**config.mk**
```make
export PLATFORM = sky130hd
export DESIGN_NAME = mips_control_unit
export DESIGN_NICKNAME = d
export VERILOG_FILES = /design/src/rtl/mips_ctrl_pkg.sv /design/src/rtl/mips_ctrl_decode.sv /design/src/rtl/mips_control_unit.sv
export SDC_FILE = /design/constraint.sdc
export NUM_CORES = 1
export LEC_CHECK = 0
export ABC_CLOCK_PERIOD_IN_PS = 2000
export BUFFER_PORTS_ARGS = -buffer_cell sky130_fd_sc_hd__buf_2
export CAP_MARGIN = 20
export CORE_MARGIN = 3
export CORE_UTILIZATION = 43
export CTS_CLUSTER_SIZE = 8
export DETAILED_ROUTE_END_ITERATION = 10
export PLACE_DENSITY = 0.74
export SLEW_MARGIN = 25
export SYNTH_ARGS = -nofsm -noshare
export SYNTH_HDL_FRONTEND = slang
export SYNTH_SLANG_ARGS = --single-unit
```
**constraint.sdc**
```tcl
create_clock -name clk -period 2 [get_ports clk]
set_clock_uncertainty 0.15 [all_clocks]
set_input_delay 0.3 -clock clk [delete_from_list [all_inputs] [get_ports clk]]
set_output_delay 0.3 -clock clk [all_outputs]
set_load 0.02 [all_outputs]
```
**src/rtl/mips_ctrl_pkg.sv**
```systemverilog
// Shared types and encodings for the multicycle MIPS control unit.
// Holds the state enum, opcode/funct constants, and mux/ALU select codes.
package mips_ctrl_pkg;

  typedef enum logic [4:0] {
    ST_RST      = 5'd0,
    ST_FETCH    = 5'd1,
    ST_DECODE   = 5'd2,
    ST_EXEC_R   = 5'd3,
    ST_WB_R     = 5'd4,
    ST_EXEC_I   = 5'd5,
    ST_WB_I     = 5'd6,
    ST_MEM_ADDR = 5'd7,
    ST_LW_READ  = 5'd8,
    ST_LW_WB    = 5'd9,
    ST_SW_WRITE = 5'd10,
    ST_BRANCH   = 5'd11,
    ST_JUMP     = 5'd12,
    ST_EXC      = 5'd13
  } state_t;

  localparam logic [5:0] OP_RTYPE = 6'h00;
  localparam logic [5:0] OP_ADDI  = 6'h08;
  localparam logic [5:0] OP_LW    = 6'h23;
  localparam logic [5:0] OP_SW    = 6'h2B;
  localparam logic [5:0] OP_BEQ   = 6'h04;
  localparam logic [5:0] OP_BNE   = 6'h05;
  localparam logic [5:0] OP_J     = 6'h02;

  localparam logic [5:0] FN_ADD = 6'h20;
  localparam logic [5:0] FN_SUB = 6'h22;
  localparam logic [5:0] FN_AND = 6'h24;

  localparam logic [2:0] ALU_ADD = 3'b001;
  localparam logic [2:0] ALU_SUB = 3'b010;
  localparam logic [2:0] ALU_AND = 3'b011;

  localparam logic [1:0] SRCA_PC = 2'b00;
  localparam logic [1:0] SRCA_A  = 2'b01;

  // Source-B code 3'b100 (register A) exists in the datapath but no state selects it.
  localparam logic [2:0] SRCB_B      = 3'b000;
  localparam logic [2:0] SRCB_4      = 3'b001;
  localparam logic [2:0] SRCB_IMM    = 3'b010;
  localparam logic [2:0] SRCB_IMM_SH = 3'b011;

  localparam logic [1:0] PCS_ALU    = 2'b00;
  localparam logic [1:0] PCS_ALUOUT = 2'b01;
  localparam logic [1:0] PCS_JUMP   = 2'b10;
  localparam logic [1:0] PCS_EXC    = 2'b11;

  localparam logic EXC_OVF     = 1'b0;
  localparam logic EXC_ILLEGAL = 1'b1;

  typedef struct packed {
    logic       pc_write;
    logic       iord;
    logic       mem_write;
    logic       ir_write;
    logic       mdr_write;
    logic       ab_write;
    logic       alu_out_write;
    logic       reg_write;
    logic       epc_write;
    logic [1:0] alu_src_a;
    logic [2:0] alu_src_b;
    logic [2:0] alu_op;
    logic [1:0] pc_source;
    logic       reg_dst;
    logic       mem_to_reg;
  } ctrl_t;

  function automatic logic is_legal_r(input logic [5:0] funct);
    return (funct == FN_ADD) || (funct == FN_SUB) || (funct == FN_AND);
  endfunction

endpackage

```
**src/rtl/mips_ctrl_decode.sv**
```systemverilog
// Combinational control decode: state (plus funct/zero/opcode and the
// final-count flag of multi-cycle states) to every datapath enable and select.
module mips_ctrl_decode
  import mips_ctrl_pkg::*;
(
  input  state_t      state,
  input  logic [5:0]  opcode,
  input  logic [5:0]  funct,
  input  logic        zero,
  input  logic        last,
  output ctrl_t       ctrl
);

  always_comb begin
    ctrl = '0;
    case (state)
      ST_FETCH: begin
        ctrl.alu_src_a = SRCA_PC;
        ctrl.alu_src_b = SRCB_4;
        ctrl.alu_op    = ALU_ADD;
        if (last) begin
          ctrl.ir_write  = 1'b1;
          ctrl.pc_write  = 1'b1;
          ctrl.pc_source = PCS_ALU;
        end
      end
      ST_DECODE: begin
        ctrl.ab_write      = 1'b1;
        ctrl.alu_src_a     = SRCA_PC;
        ctrl.alu_src_b     = SRCB_IMM_SH;
        ctrl.alu_op        = ALU_ADD;
        ctrl.alu_out_write = 1'b1;
      end
      ST_EXEC_R: begin
        ctrl.alu_src_a     = SRCA_A;
        ctrl.alu_src_b     = SRCB_B;
        ctrl.alu_out_write = 1'b1;
        case (funct)
          FN_ADD:  ctrl.alu_op = ALU_ADD;
          FN_SUB:  ctrl.alu_op = ALU_SUB;
          FN_AND:  ctrl.alu_op = ALU_AND;
          default: ctrl.alu_op = 3'b000;
        endcase
      end
      ST_WB_R: begin
        ctrl.reg_write = 1'b1;
        ctrl.reg_dst   = 1'b1;
      end
      ST_EXEC_I, ST_MEM_ADDR: begin
        ctrl.alu_src_a     = SRCA_A;
        ctrl.alu_src_b     = SRCB_IMM;
        ctrl.alu_op        = ALU_ADD;
        ctrl.alu_out_write = 1'b1;
      end
      ST_WB_I: ctrl.reg_write = 1'b1;
      ST_LW_READ: begin
        ctrl.iord      = 1'b1;
        ctrl.mdr_write = last;
      end
      ST_LW_WB: begin
        ctrl.reg_write  = 1'b1;
        ctrl.mem_to_reg = 1'b1;
      end
      ST_SW_WRITE: begin
        ctrl.iord      = 1'b1;
        ctrl.mem_write = 1'b1;
      end
      ST_BRANCH: begin
        ctrl.alu_src_a = SRCA_A;
        ctrl.alu_src_b = SRCB_B;
        ctrl.alu_op    = ALU_SUB;
        ctrl.pc_source = PCS_ALUOUT;
        ctrl.pc_write  = (opcode == OP_BEQ) ? zero : !zero;
      end
      ST_JUMP: begin
        ctrl.pc_source = PCS_JUMP;
        ctrl.pc_write  = 1'b1;
      end
      ST_EXC: begin
        ctrl.epc_write = 1'b1;
        ctrl.pc_source = PCS_EXC;
        ctrl.pc_write  = 1'b1;
      end
      default: ctrl = '0;
    endcase
  end

endmodule

```
**src/rtl/mips_control_unit.sv**
```systemverilog
// Multicycle MIPS control FSM: state register, memory wait counter, trap
// cause register and next-state logic; output decode lives in mips_ctrl_decode.
module mips_control_unit
  import mips_ctrl_pkg::*;
#(
  parameter int unsigned MEM_LAT = 1
) (
  input  logic       clk,
  input  logic       reset,
  input  logic [5:0] opcode,
  input  logic [5:0] funct,
  input  logic       zero,
  input  logic       overflow,
  output logic       pc_write,
  output logic       iord,
  output logic       mem_write,
  output logic       ir_write,
  output logic       mdr_write,
  output logic       ab_write,
  output logic       alu_out_write,
  output logic       reg_write,
  output logic       epc_write,
  output logic [1:0] alu_src_a,
  output logic [2:0] alu_src_b,
  output logic [2:0] alu_op,
  output logic [1:0] pc_source,
  output logic       reg_dst,
  output logic       mem_to_reg,
  output logic       exc_cause,
  output logic [4:0] state
);

  localparam logic [3:0] LAST_CNT = 4'(MEM_LAT - 1);

  state_t     state_q, state_d;
  logic [3:0] cnt_q, cnt_d;
  logic       exc_q, exc_d;
  logic       last;
  ctrl_t      ctrl;

  assign last = (cnt_q == LAST_CNT);

  always_comb begin
    state_d = state_q;
    exc_d   = exc_q;
    case (state_q)
      ST_RST:   state_d = ST_FETCH;
      ST_FETCH: if (last) state_d = ST_DECODE;
      ST_DECODE: begin
        if (opcode == OP_RTYPE && is_legal_r(funct)) state_d = ST_EXEC_R;
        else if (opcode == OP_ADDI)                  state_d = ST_EXEC_I;
        else if (opcode == OP_LW || opcode == OP_SW) state_d = ST_MEM_ADDR;
        else if (opcode == OP_BEQ || opcode == OP_BNE) state_d = ST_BRANCH;
        else if (opcode == OP_J)                     state_d = ST_JUMP;
        else begin
          state_d = ST_EXC;
          exc_d   = EXC_ILLEGAL;
        end
      end
      // AND cannot overflow, so only ADD/SUB trap.
      ST_EXEC_R: begin
        if (overflow && funct != FN_AND) begin
          state_d = ST_EXC;
          exc_d   = EXC_OVF;
        end else begin
          state_d = ST_WB_R;
        end
      end
      ST_EXEC_I: begin
        if (overflow) begin
          state_d = ST_EXC;
          exc_d   = EXC_OVF;
        end else begin
          state_d = ST_WB_I;
        end
      end
      ST_MEM_ADDR: state_d = (opcode == OP_LW) ? ST_LW_READ : ST_SW_WRITE;
      ST_LW_READ:  if (last) state_d = ST_LW_WB;
      ST_SW_WRITE: if (last) state_d = ST_FETCH;
      ST_WB_R, ST_WB_I, ST_LW_WB, ST_BRANCH, ST_JUMP, ST_EXC: state_d = ST_FETCH;
      default:     state_d = ST_RST;
    endcase
  end

  // Counter restarts on every state change and stops at the final count.
  always_comb begin
    cnt_d = cnt_q;
    if (state_d != state_q) cnt_d = 4'd0;
    else if (!last)         cnt_d = cnt_q + 4'd1;
  end

  always_ff @(posedge clk) begin
    if (reset) begin
      state_q <= ST_RST;
      cnt_q   <= 4'd0;
      exc_q   <= EXC_OVF;
    end else begin
      state_q <= state_d;
      cnt_q   <= cnt_d;
      exc_q   <= exc_d;
    end
  end

  mips_ctrl_decode u_decode (
    .state  (state_q),
    .opcode (opcode),
    .funct  (funct),
    .zero   (zero),
    .last   (last),
    .ctrl   (ctrl)
  );

  assign pc_write      = ctrl.pc_write;
  assign iord          = ctrl.iord;
  assign mem_write     = ctrl.mem_write;
  assign ir_write      = ctrl.ir_write;
  assign mdr_write     = ctrl.mdr_write;
  assign ab_write      = ctrl.ab_write;
  assign alu_out_write = ctrl.alu_out_write;
  assign reg_write     = ctrl.reg_write;
  assign epc_write     = ctrl.epc_write;
  assign alu_src_a     = ctrl.alu_src_a;
  assign alu_src_b     = ctrl.alu_src_b;
  assign alu_op        = ctrl.alu_op;
  assign pc_source     = ctrl.pc_source;
  assign reg_dst       = ctrl.reg_dst;
  assign mem_to_reg    = ctrl.mem_to_reg;
  assign exc_cause     = exc_q;
  assign state         = state_q;

endmodule

```
==> metrics.md, run 1 <==
| Metric | Value |
|---|---|
| Status | finished with violations |
| Failing checks | negative setup slack |
| Iter 0 DRT Violations | 60 |
| Core Area | approximately 0.0023 mm2 |
| Largest area contributor in the netlist | dfxtp_1 |
| Global-route wire length before repair | between 6000 and 7000 um |
| WS Path Type | reg -> out |
| Routed via count | roughly 1400 |
| Drt wl/cell | ~16 um |
| Crit-path max FO | 3 |
| Setup repair after global routing missed its margin | yes |
| All-Layer GR Usage | 0.2464 |
| Final setup vio count | 11 |
| Max-cap check violation count | 0 |
| Detail Placement HPWL | between 2000 and 3000 um |
| Initial Util | 0.4786 |
| Syn Inst Count | ~150 |
| Chip Width | about 57 um |
| Die area | 0.003252 mm2 |
| Async set or reset register ratio after synthesis | 0 |
| Vias in the first global route | 1406 |
| DRT Pass-1 Iters | 5 |
| H-tree Lvls | 1 |
| CTS tree | built |
| CTS root buf | clkbuf_4 |
| Worst R2R Setup Slack | -0.12 ns |
| Dpl ws | -0.2332 ns |
| Synthesis-to-layout area growth | 60.78% |
| Post-route ant nets | 0 |
| Clk sinks | 10 |
| Slew Limit Fails | 0 |
| # rows | 17 |
| Vias per cell | 5.745 |
| Top post-synthesis cells by area | dfxtp_1, nor2_1, nand2b_1 |
| Number of antenna violations at the first check in global routing | 0 |
| Post-route insts no fill | approximately 250 |
| Period minus WS final | 2.222 ns |
| Yosys warns | 0 |
| Critical path arrival | about 1.8 ns |
| Clk_lat worst skew | ~0.26 ns |
| Worst setup margin | -0.2217 ns |
| Antenna Cells | 0 |
| Worst vdd ir | roughly 0.55 mV |
| Layout Nets | roughly 240 |
| WP data required | 1.55 ns |
| CTS Buf Count | 3 |
| Post-synthesis sequential area ratio | 0.1788 |
| Ratio of final minimum period to clock period | 1.111 |
| Placer Congestion | around 0.9 |
| Synthesized area per cell | 7.272 um2 |
| Setup TNS | -1.067 ns |
| Routed Wire Length | 4119 um |
| Post-placement cell count | about 240 |
| Share of layout cells above drive strength 1 | 0.5471 |
| Crit. End Element | output pin |
| Main synth FF type | dfxtp_1 |
| Pwr Density | approximately 300 mW/mm2 |
| Top cell type's share of synthesized area | 0.1788 |
| #FFs+latches synth | 10 |
| Die height | around 57 um |
| Fill count | 170 |
| DRC viols | 0 |
| Port Buffers | 39 |
| Min-delay worst type | in -> reg |
| Max clock buf depth | 2 |
| Num ports | 43 |
| Total grt overflow | 0 |
| Worst Max-Slew Pin Slew | ~0.6 ns |
| Final Hold Fails | 0 |
| Largest net degree at the start of global routing | 11 |
| Type of origin of the critical path | flip-flop |
| Max Fclk | roughly 450 MHz |
| Leakage power figure | between 0.7 and 0.8 nW |
| EDFF count, synth | 0 |
| Netlist Area Pre-Place | ~0.0011 mm2 |
| Slew margin rel. | 0.5953 |
| Yosys cell types | between 50 and 60 |
| Clk pin slew, worst setup/hold paths | about 0.06 ns |
| Fin Hold WS | ~0.13 ns |
==> critical path, cell delays in order, from the launching register on <==
cell,delay [ns]
dfxtp_2,0.32
inv_2,0.08
ha_4,0.14
or3b_4,0.39
buf_6,0.14
nor3_4,0.15
nor2_2,0.07
o31ai_2,0.06
buf_4,0.17
==> cell families (layout without fill, tap and decap cells) <==
| family | after synthesis | count (layout) | share of synthesized area |
|---|---|---|---|
| AOI/OAI and AO/OA | 39 | 39 | 0.2760 |
| xor gates and xnor gates | 5 | 5 | 0.03911 |
| adders and majority gates | 2 | 2 | 0.02234 |
| buffers and inverters | 21 | 87 | 0.08380 |
| DFF | 10 | 10 | 0.1788 |
| muxes | 3 | 3 | 0.02793 |
| other | 1 | 4 | 0.003349 |
| and+or+nand+nor | 73 | 73 | 0.3687 |
==> final timing paths <==
check	from	to	cells past startpoint
max	cnt_q[0]	pc_write	8
min	reset	state[0]	2
max reg2reg	cnt_q[0]	cnt_q[2]	8
min reg2reg	exc_cause	exc_cause	2
==> routing by layer <==
layer / global-route usage / part of all wire
met5: 0 / 0
met4: 0.02649 / 0.0095
met3: 0.06109 / 0.085
met2: 0.4307 / 0.51
met1: 0.3156 / 0.40
==> area by class of cell <==
cell class                 instances  area (um2)  share of cell area
tap                               28       35.03             0.01946
inverter                           7       28.78             0.01598
clock buffer                       3       22.52             0.01251
multi-input combinational        126       978.4              0.5434
timing repair buffer              77       520.5              0.2891
sequential                        10       215.2              0.1195
==> state kept, by name, indices dropped and copies added, names as in the netlist <==
| register | cells |
|---|---|
| cnt_q | 4 |
| exc_cause | 1 |
| state | 5 |
==> per-stage QoR <==
stage	total power [W]	area [um2]	util
floorplan	0.0003101	1209	-
global placement	0.0003661	1551	0.6631
detailed placement	0.0003706	1551	0.6631
CTS	0.0005141	1722	0.7358
global route	0.0005564	1800	0.7695
finish	0.0005245	1800	0.7695
==> cells in the mapped netlist, drive strengths merged (3+ instances only) <==
cell type	n
a21oi	8
buf	7
clkbuf	7
dfxtp	10
inv	7
nand2	9
nand2b	7
nor2	19
nor3	8
nor3b	5
nor4	3
o21ai	8
or2	4
xnor2	3
==> placed cells by master, fill, tap and decap left out, types with 4 or more instances in the layout <==
| cell | count |
|---|---|
| inv_1 | 4 |
| dfxtp_1 | 4 |
| buf_2 | 32 |
| nand2b_1 | 6 |
| conb_1 | 4 |
| nor2_1 | 18 |
| nor3_1 | 5 |
| buf_4 | 39 |
| nand2_1 | 8 |
| o21ai_0 | 6 |
| buf_6 | 6 |
| a21oi_1 | 6 |
==> power by group <==
| part | leakage, nW | switching, W | internal, W |
|---|---|---|---|
| clock network | 0.0138 | 0.0000594 | 0.0000690 |
| registers | 0.0845 | 0.00000868 | 0.000201 |
| logic | 0.681 | 0.000103 | 0.0000841 |
| total | 0.779 | 0.000171 | 0.000354 |
==> timing repair <==
item / in CTS / in global routing
pin swaps: 7 / 14
resized for setup: 28 / 17
setup buffers: 8 / 4
setup endpoints to repair: 15 / 16
hold buffers: 0 / 0
(Power assumes the default switching activity.)
==> inputs of run 2 (changes only) <==
--- a/config.mk
+++ b/config.mk
@@ -8,6 +8,7 @@
 export ABC_CLOCK_PERIOD_IN_PS = 2000
 export BUFFER_PORTS_ARGS = -buffer_cell sky130_fd_sc_hd__buf_2
 export CAP_MARGIN = 20
+export CORE_ASPECT_RATIO = 0.75
 export CORE_MARGIN = 3
 export CORE_UTILIZATION = 43
 export CTS_CLUSTER_SIZE = 8
==> metrics.md, run 2 (synthesis gave the netlist of run 1 again) <==
| Metric | Value |
|---|---|
| Die area | between 0.003 and 0.004 mm2 |
| Levels on crit path | 9 |
| P_int | around 0.00040 W |
| Max clock buf depth | 2 |
| CP cell instances | inv_2, ha_4, or3b_4, buf_4, mux2i_2, o32a_1, mux2_4, o2111ai_4, nor2_1 |
| Worst setup margin | -0.2548 ns |
| Status | finished with violations |
| Port Buffers | 39 |
| Initial Util | 0.4698 |
| Worst r2r dst | cnt_q[0] |
| Final Power | 0.0006027 W |
| Crit-path max FO | 4 |
| Routed Wire Length | 4656 um |
| Vias in the first global route | roughly 1400 |
| All-Layer GR Usage | 0.2673 |
| Layout Nets | 250 |
| Total grt overflow | 0 |
| Clk_lat worst skew | about 0.28 ns |
| Net Sw Power | between 0.00015 and 0.0002 W |
| Commonest cells after routing, fill and taps aside | buf_4, buf_2, nor2_1, buf_6, nand2_1 |
| Placer Congestion | a little over 0.9 |
| Max FFs per register | 5 |
| Iter 0 DRT Violations | between 90 and 100 |
| CP delay by family, top | multiplexers |
| Chip Width | around 65 um |
| # rows | 15 |
| Critical path arrival | approximately 2.3 ns |
| Final setup vio count | 13 |
| CTS Buf Count | 3 |
| Min-delay worst type | in -> reg |
| Max layer used | met4 |
| Detail Placement HPWL | approximately 3000 um |
| Type of origin of the critical path | flip-flop |
| Setup repair after global routing missed its margin | yes |
| Clk sinks | 10 |
| Global-route wire length before repair | 6824 um |
| Max Fclk | ~440 MHz |
| WP data required | 2.00 ns |
| Most common cell after layout, fill and taps aside | buf_4 |
| H-tree Lvls | 1 |
| DRT Pass-1 Iters | 4 |
| Share of layout cells above drive strength 1 | 0.5671 |
| Bufs and invs on worst path | 2 |
| Core Area | ~0.0024 mm2 |
| Synthesis-to-layout area growth | 72.85% |
| Final instance area | between 0.0015 and 0.002 mm2 |
| Clock network power share | 0.317 |
| R2R depth | 9 |
| Failing checks | negative setup slack |
| Vias per cell | between 5 and 6 |
| Max incr delay on CP | between 0.3 and 0.4 ns |
| Max-cap check violation count | 0 |
| Post-route ant nets | 0 |
| R2R Path Start | cnt_q[0] |
| Die height | roughly 50 um |
| WL met3 | around 400 um |
| Hold endpoint | state[0] |
| Final Hold Fails | 0 |
| Routed via count | about 1600 |
| Placed Area | between 0.0015 and 0.002 mm2 |
| Worst R2R Setup Slack | -0.25 ns |
| Fin Hold WS | around 0.12 ns |
| WS Path Type | reg -> reg |
| Num ports | 43 |
| Fill count | 162 |
| Met2 WL post-DR | about 2300 um |
| Met1 wire length | roughly 1900 um |
| Share of power burned in registers | 0.349 |
| WHS Path Cells | 2 |
| Drt wl/cell | 17.57 um |
| Slew Limit Fails | 0 |
| Worst vdd ir | between 0.3 and 0.4 mV |
| Crit. End Element | flip-flop |
| Number of antenna violations at the first check in global routing | 0 |
| Largest net degree at the start of global routing | 13 |
| Ratio of final minimum period to clock period | 1.127 |
| Period minus WS final | between 2 and 2.5 ns |
| Area of the multi-input gates | slightly below 0.001 mm2 |
| Leakage power figure | 0.8403 nW |
| DRC viols | 0 |
| Reg area | 216.5 um2 |
| Combinational fraction of design power | 0.335 |
| Hold_sp | reset |
| Antenna Cells | 0 |
| CTS root buf | clkbuf_4 |
| Dpl ws | -0.2351 ns |
| CTS tree | built |
| CP max-delay cell | or3b_4 |
| Switching share of power | 0.3307 |
| Clk pin slew, worst setup/hold paths | about 0.070 ns |
| Pwr Density | a little over 300 mW/mm2 |
## run 2: cell count changes in the layout (fill, tap and decap cells not counted), sizes merged
cell	before	now
buf	77	84
clkbuf	3	4
## run 2: layout make-up
cell class                 count  area share
timing repair buffer          84      0.3219
clock buffer                   4     0.01875
sequential                    10      0.1118
tap                           34     0.02198
multi-input combinational    126      0.5107
inverter                       7     0.01487
## run 2: timing repair
item,in CTS,in global routing
endpoints found under the hold margin,0,0
pin swaps,5,7
setup buffers,9,7
gates resized for setup,37,24
endpoints found under the setup margin,18,20
hold buffers,0,0
## run 2: metrics by stage
step / instances / util / TNS, ns
2_1_floorplan: 157 / - / -0.1694
3_3_place_gp: 245 / 0.6656 / -0.9395
3_5_place_dp: 245 / 0.6656 / -1.232
4_1_cts: 258 / 0.7543 / -1.230
5_1_grt: 265 / 0.8121 / -2.853
6_report: 265 / 0.8121 / -2.011
## run 2: worst max path at each step
stage	startpoint	slack [ns]	to
after CTS	cnt_q[0]	-0.20	pc_write
after global placement	opcode[3]	-0.19	cnt_q[0]
after detailed placement	opcode[3]	-0.24	cnt_q[2]
final	cnt_q[0]	-0.25	cnt_q[0]
after floorplan	cnt_q[0]	-0.04	cnt_q[2]
after global routing	cnt_q[0]	-0.33	pc_write
## run 2: worst register-to-register path, delay by kind of cell, from the launching register on
family | cells | cell delay, ns
buffers and inverters | 2 | 0.24
AOI/OAI and AO/OA | 2 | 0.33
muxes | 2 | 0.52
DFF | 1 | 0.33
adders and majority gates | 1 | 0.14
and+or+nand+nor | 2 | 0.44
## run 2: metal layers
metal / GRT usage / up-vias
met3: 0.05593 / 14
met4: 0.05965 / 0
met5: 0 / -
met2: 0.4635 / 92
met1: 0.3397 / 753
li1: - / 704
## run 2: power by group through the flow
stage	sequential [W]	clock, W	combinational, W
after floorplan	0.000215	0	0.0000947
after global placement	0.000216	0	0.000155
after detailed placement	0.000217	0	0.000159
after CTS	0.000209	0.000193	0.000179
after global routing	0.000211	0.000205	0.000214
final	0.000210	0.000191	0.000202
==> inputs of run 3 (changes only) <==
--- a/config.mk
+++ b/config.mk
@@ -14,6 +14,8 @@
 export CTS_CLUSTER_SIZE = 8
 export DETAILED_ROUTE_END_ITERATION = 10
 export PLACE_DENSITY = 0.74
+export RECOVER_POWER = 100
+export SETUP_SLACK_MARGIN = 0.3
 export SLEW_MARGIN = 25
 export SYNTH_ARGS = -nofsm -noshare
 export SYNTH_HDL_FRONTEND = slang
==> metrics.md, run 3 (synthesis gave the netlist of run 1 again) <==
| Metric | Value |
|---|---|
| Leakage power figure | ~0.94 nW |
| Commonest cells after routing, fill and taps aside | buf_4, buf_6, buf_2, nor2_1, nand2_1 |
| Pwr Density | roughly 290 mW/mm2 |
| CTS tree | built |
| Setup TNS | -2.802 ns |
| Clk pin slew, worst setup/hold paths | approximately 0.07 ns |
| R2R depth | 9 |
| Final Hold Fails | 0 |
| Post-placement cell count | 244 |
| Worst R2R Setup Slack | -0.40 ns |
| Hold endpoint | state[0] |
| # rows | 15 |
| Bufs and invs on worst path | 2 |
| Max-cap check violation count | 0 |
| Layout Nets | 264 |
| Synthesis-to-layout area growth | 102.8% |
| Type of origin of the critical path | flip-flop |
| Die height | between 50 and 60 um |
| Placer Congestion | just under 0.9 |
| Min-delay worst type | in -> reg |
| Critical path arrival | 2.44 ns |
| Worst setup margin | -0.3953 ns |
| Hold_sp | reset |
| Post-route ant nets | 0 |
| Status | finished with violations |
| Num ports | between 40 and 50 |
| Crit-path max FO | 4 |
| Vias per cell | 6.885 |
| Max incr delay on CP | roughly 0.45 ns |
| Routed Wire Length | ~7300 um |
| DRT Pass-1 Iters | 6 |
| Clk_lat worst skew | approximately 0.27 ns |
| Most common cell after layout, fill and taps aside | buf_4 |
| Max clock buf depth | 2 |
| Crit. End Element | flip-flop |
| DRC viols | 0 |
| Antenna Cells | 0 |
| WP data required | between 2 and 2.5 ns |
| Largest net degree at the start of global routing | 11 |
| Final Power | 0.0006495 W |
| Die area | around 0.0033 mm2 |
| Share of layout cells above drive strength 1 | 0.6653 |
| Number of antenna violations at the first check in global routing | 0 |
| CTS Buf Count | 3 |
| Max Fclk | approximately 420 MHz |
| Fin Hold WS | about 0.16 ns |
| Total grt overflow | 0 |
| Slew Limit Fails | 0 |
| Global-route wire length before repair | between 8000 and 9000 um |
| Worst r2r dst | cnt_q[0] |
| Period minus WS final | roughly 2.4 ns |
| Worst vdd ir | 0.4290 mV |
| CP max-delay cell | or4b_4 |
| Failing checks | negative setup slack |
| WHS Path Cells | 2 |
| Detail Placement HPWL | 3197 um |
| Vias in the first global route | 1686 |
| Routed via count | a little under 2000 |
| R2R Path Start | cnt_q[0] |
| Iter 0 DRT Violations | ~340 |
| Setup repair after global routing missed its margin | yes |
| Drt wl/cell | ~26 um |
| Final setup vio count | 14 |
| H-tree Lvls | 1 |
| Clk sinks | 10 |
| Post-route insts no fill | between 200 and 300 |
| Max FFs per register | 5 |
| CTS root buf | clkbuf_4 |
| Ratio of final minimum period to clock period | 1.198 |
| All-Layer GR Usage | 0.3300 |
| Core Area | around 0.0024 mm2 |
| Initial Util | 0.4698 |
| CP delay by family, top | simple AND/OR/NAND/NOR gates |
| Hold-fix buffers at CTS | 0 |
| Chip Width | approximately 65 um |
| CP cell instances | inv_2, ha_4, buf_6, or4b_4, a211o_1, nand4_1, o2bb2ai_2, o2111ai_4, nor2_1 |
| WS Path Type | reg -> reg |
| Dpl ws | -0.2486 ns |
| Port Buffers | 39 |
## run 3: cell types whose count changed in the layout (fill, tap and decap cells not counted), moves of 3 or more
cell     previous run  this run
nor2_1             18        13
a21oi_2             4         1
a21oi_4             0         3
nor2_4              0         3
buf_2              26        16
buf_6              10        32
## run 3: how the worst max path moves through the flow
stage,slack [ns],startpoint,cells past startpoint,endpoint
2_1_floorplan,-0.05,state[4],8,cnt_q[2]
3_3_place_gp,-0.19,opcode[3],7,cnt_q[0]
4_1_cts,-0.24,cnt_q[1],8,pc_write
6_report,-0.40,cnt_q[0],9,cnt_q[0]
5_1_grt,-0.44,cnt_q[0],9,cnt_q[0]
3_5_place_dp,-0.25,opcode[3],7,cnt_q[3]
## run 3: area by class of cell
| cell class | instances | area, um2 |
|---|---|---|
| well taps | 34 | 42.54 |
| repair buffers | 98 | 820.8 |
| multi-input cells | 126 | 1117 |
| fillers | 64 | 112.6 |
| inverters | 7 | 32.53 |
| flip-flops and latches | 10 | 221.5 |
| clock buffers | 4 | 36.28 |
## run 3: per-stage QoR
step / cell area (um2) / util
floorplan: 1282 / -
global route: 2271 / 0.9528
CTS: 2018 / 0.8467
detailed placement: 1630 / 0.6840
global placement: 1630 / 0.6840
finish: 2271 / 0.9528
## run 3: per-layer routing
| metal | wire length, um | share of wire | global-route usage | up-vias |
|---|---|---|---|---|
| met5 | 0 | 0 | 0 | - |
| met4 | 722 | 0.099 | 0.1228 | 0 |
| met3 | 1066 | 0.15 | 0.07606 | 95 |
| met2 | 3076 | 0.42 | 0.5891 | 248 |
| met1 | 2424 | 0.33 | 0.3825 | 837 |
| li1 | - | - | - | 741 |
## run 3: what timing repair did
item / 4_1_cts / 5_1_grt
buffers inserted: 20 / 11
pin swaps: 17 / 16
setup endpoints to repair: 27 / 27
gates resized for setup: 64 / 38
## run 3: where the power goes
group	total [W]	internal (W)	switching, W	leakage [nW]
Sequential	0.000208	0.000199	0.00000929	0.0856
Clock	0.000187	0.000111	0.0000759	0.0210
Combinational	0.000255	0.000111	0.000144	0.837
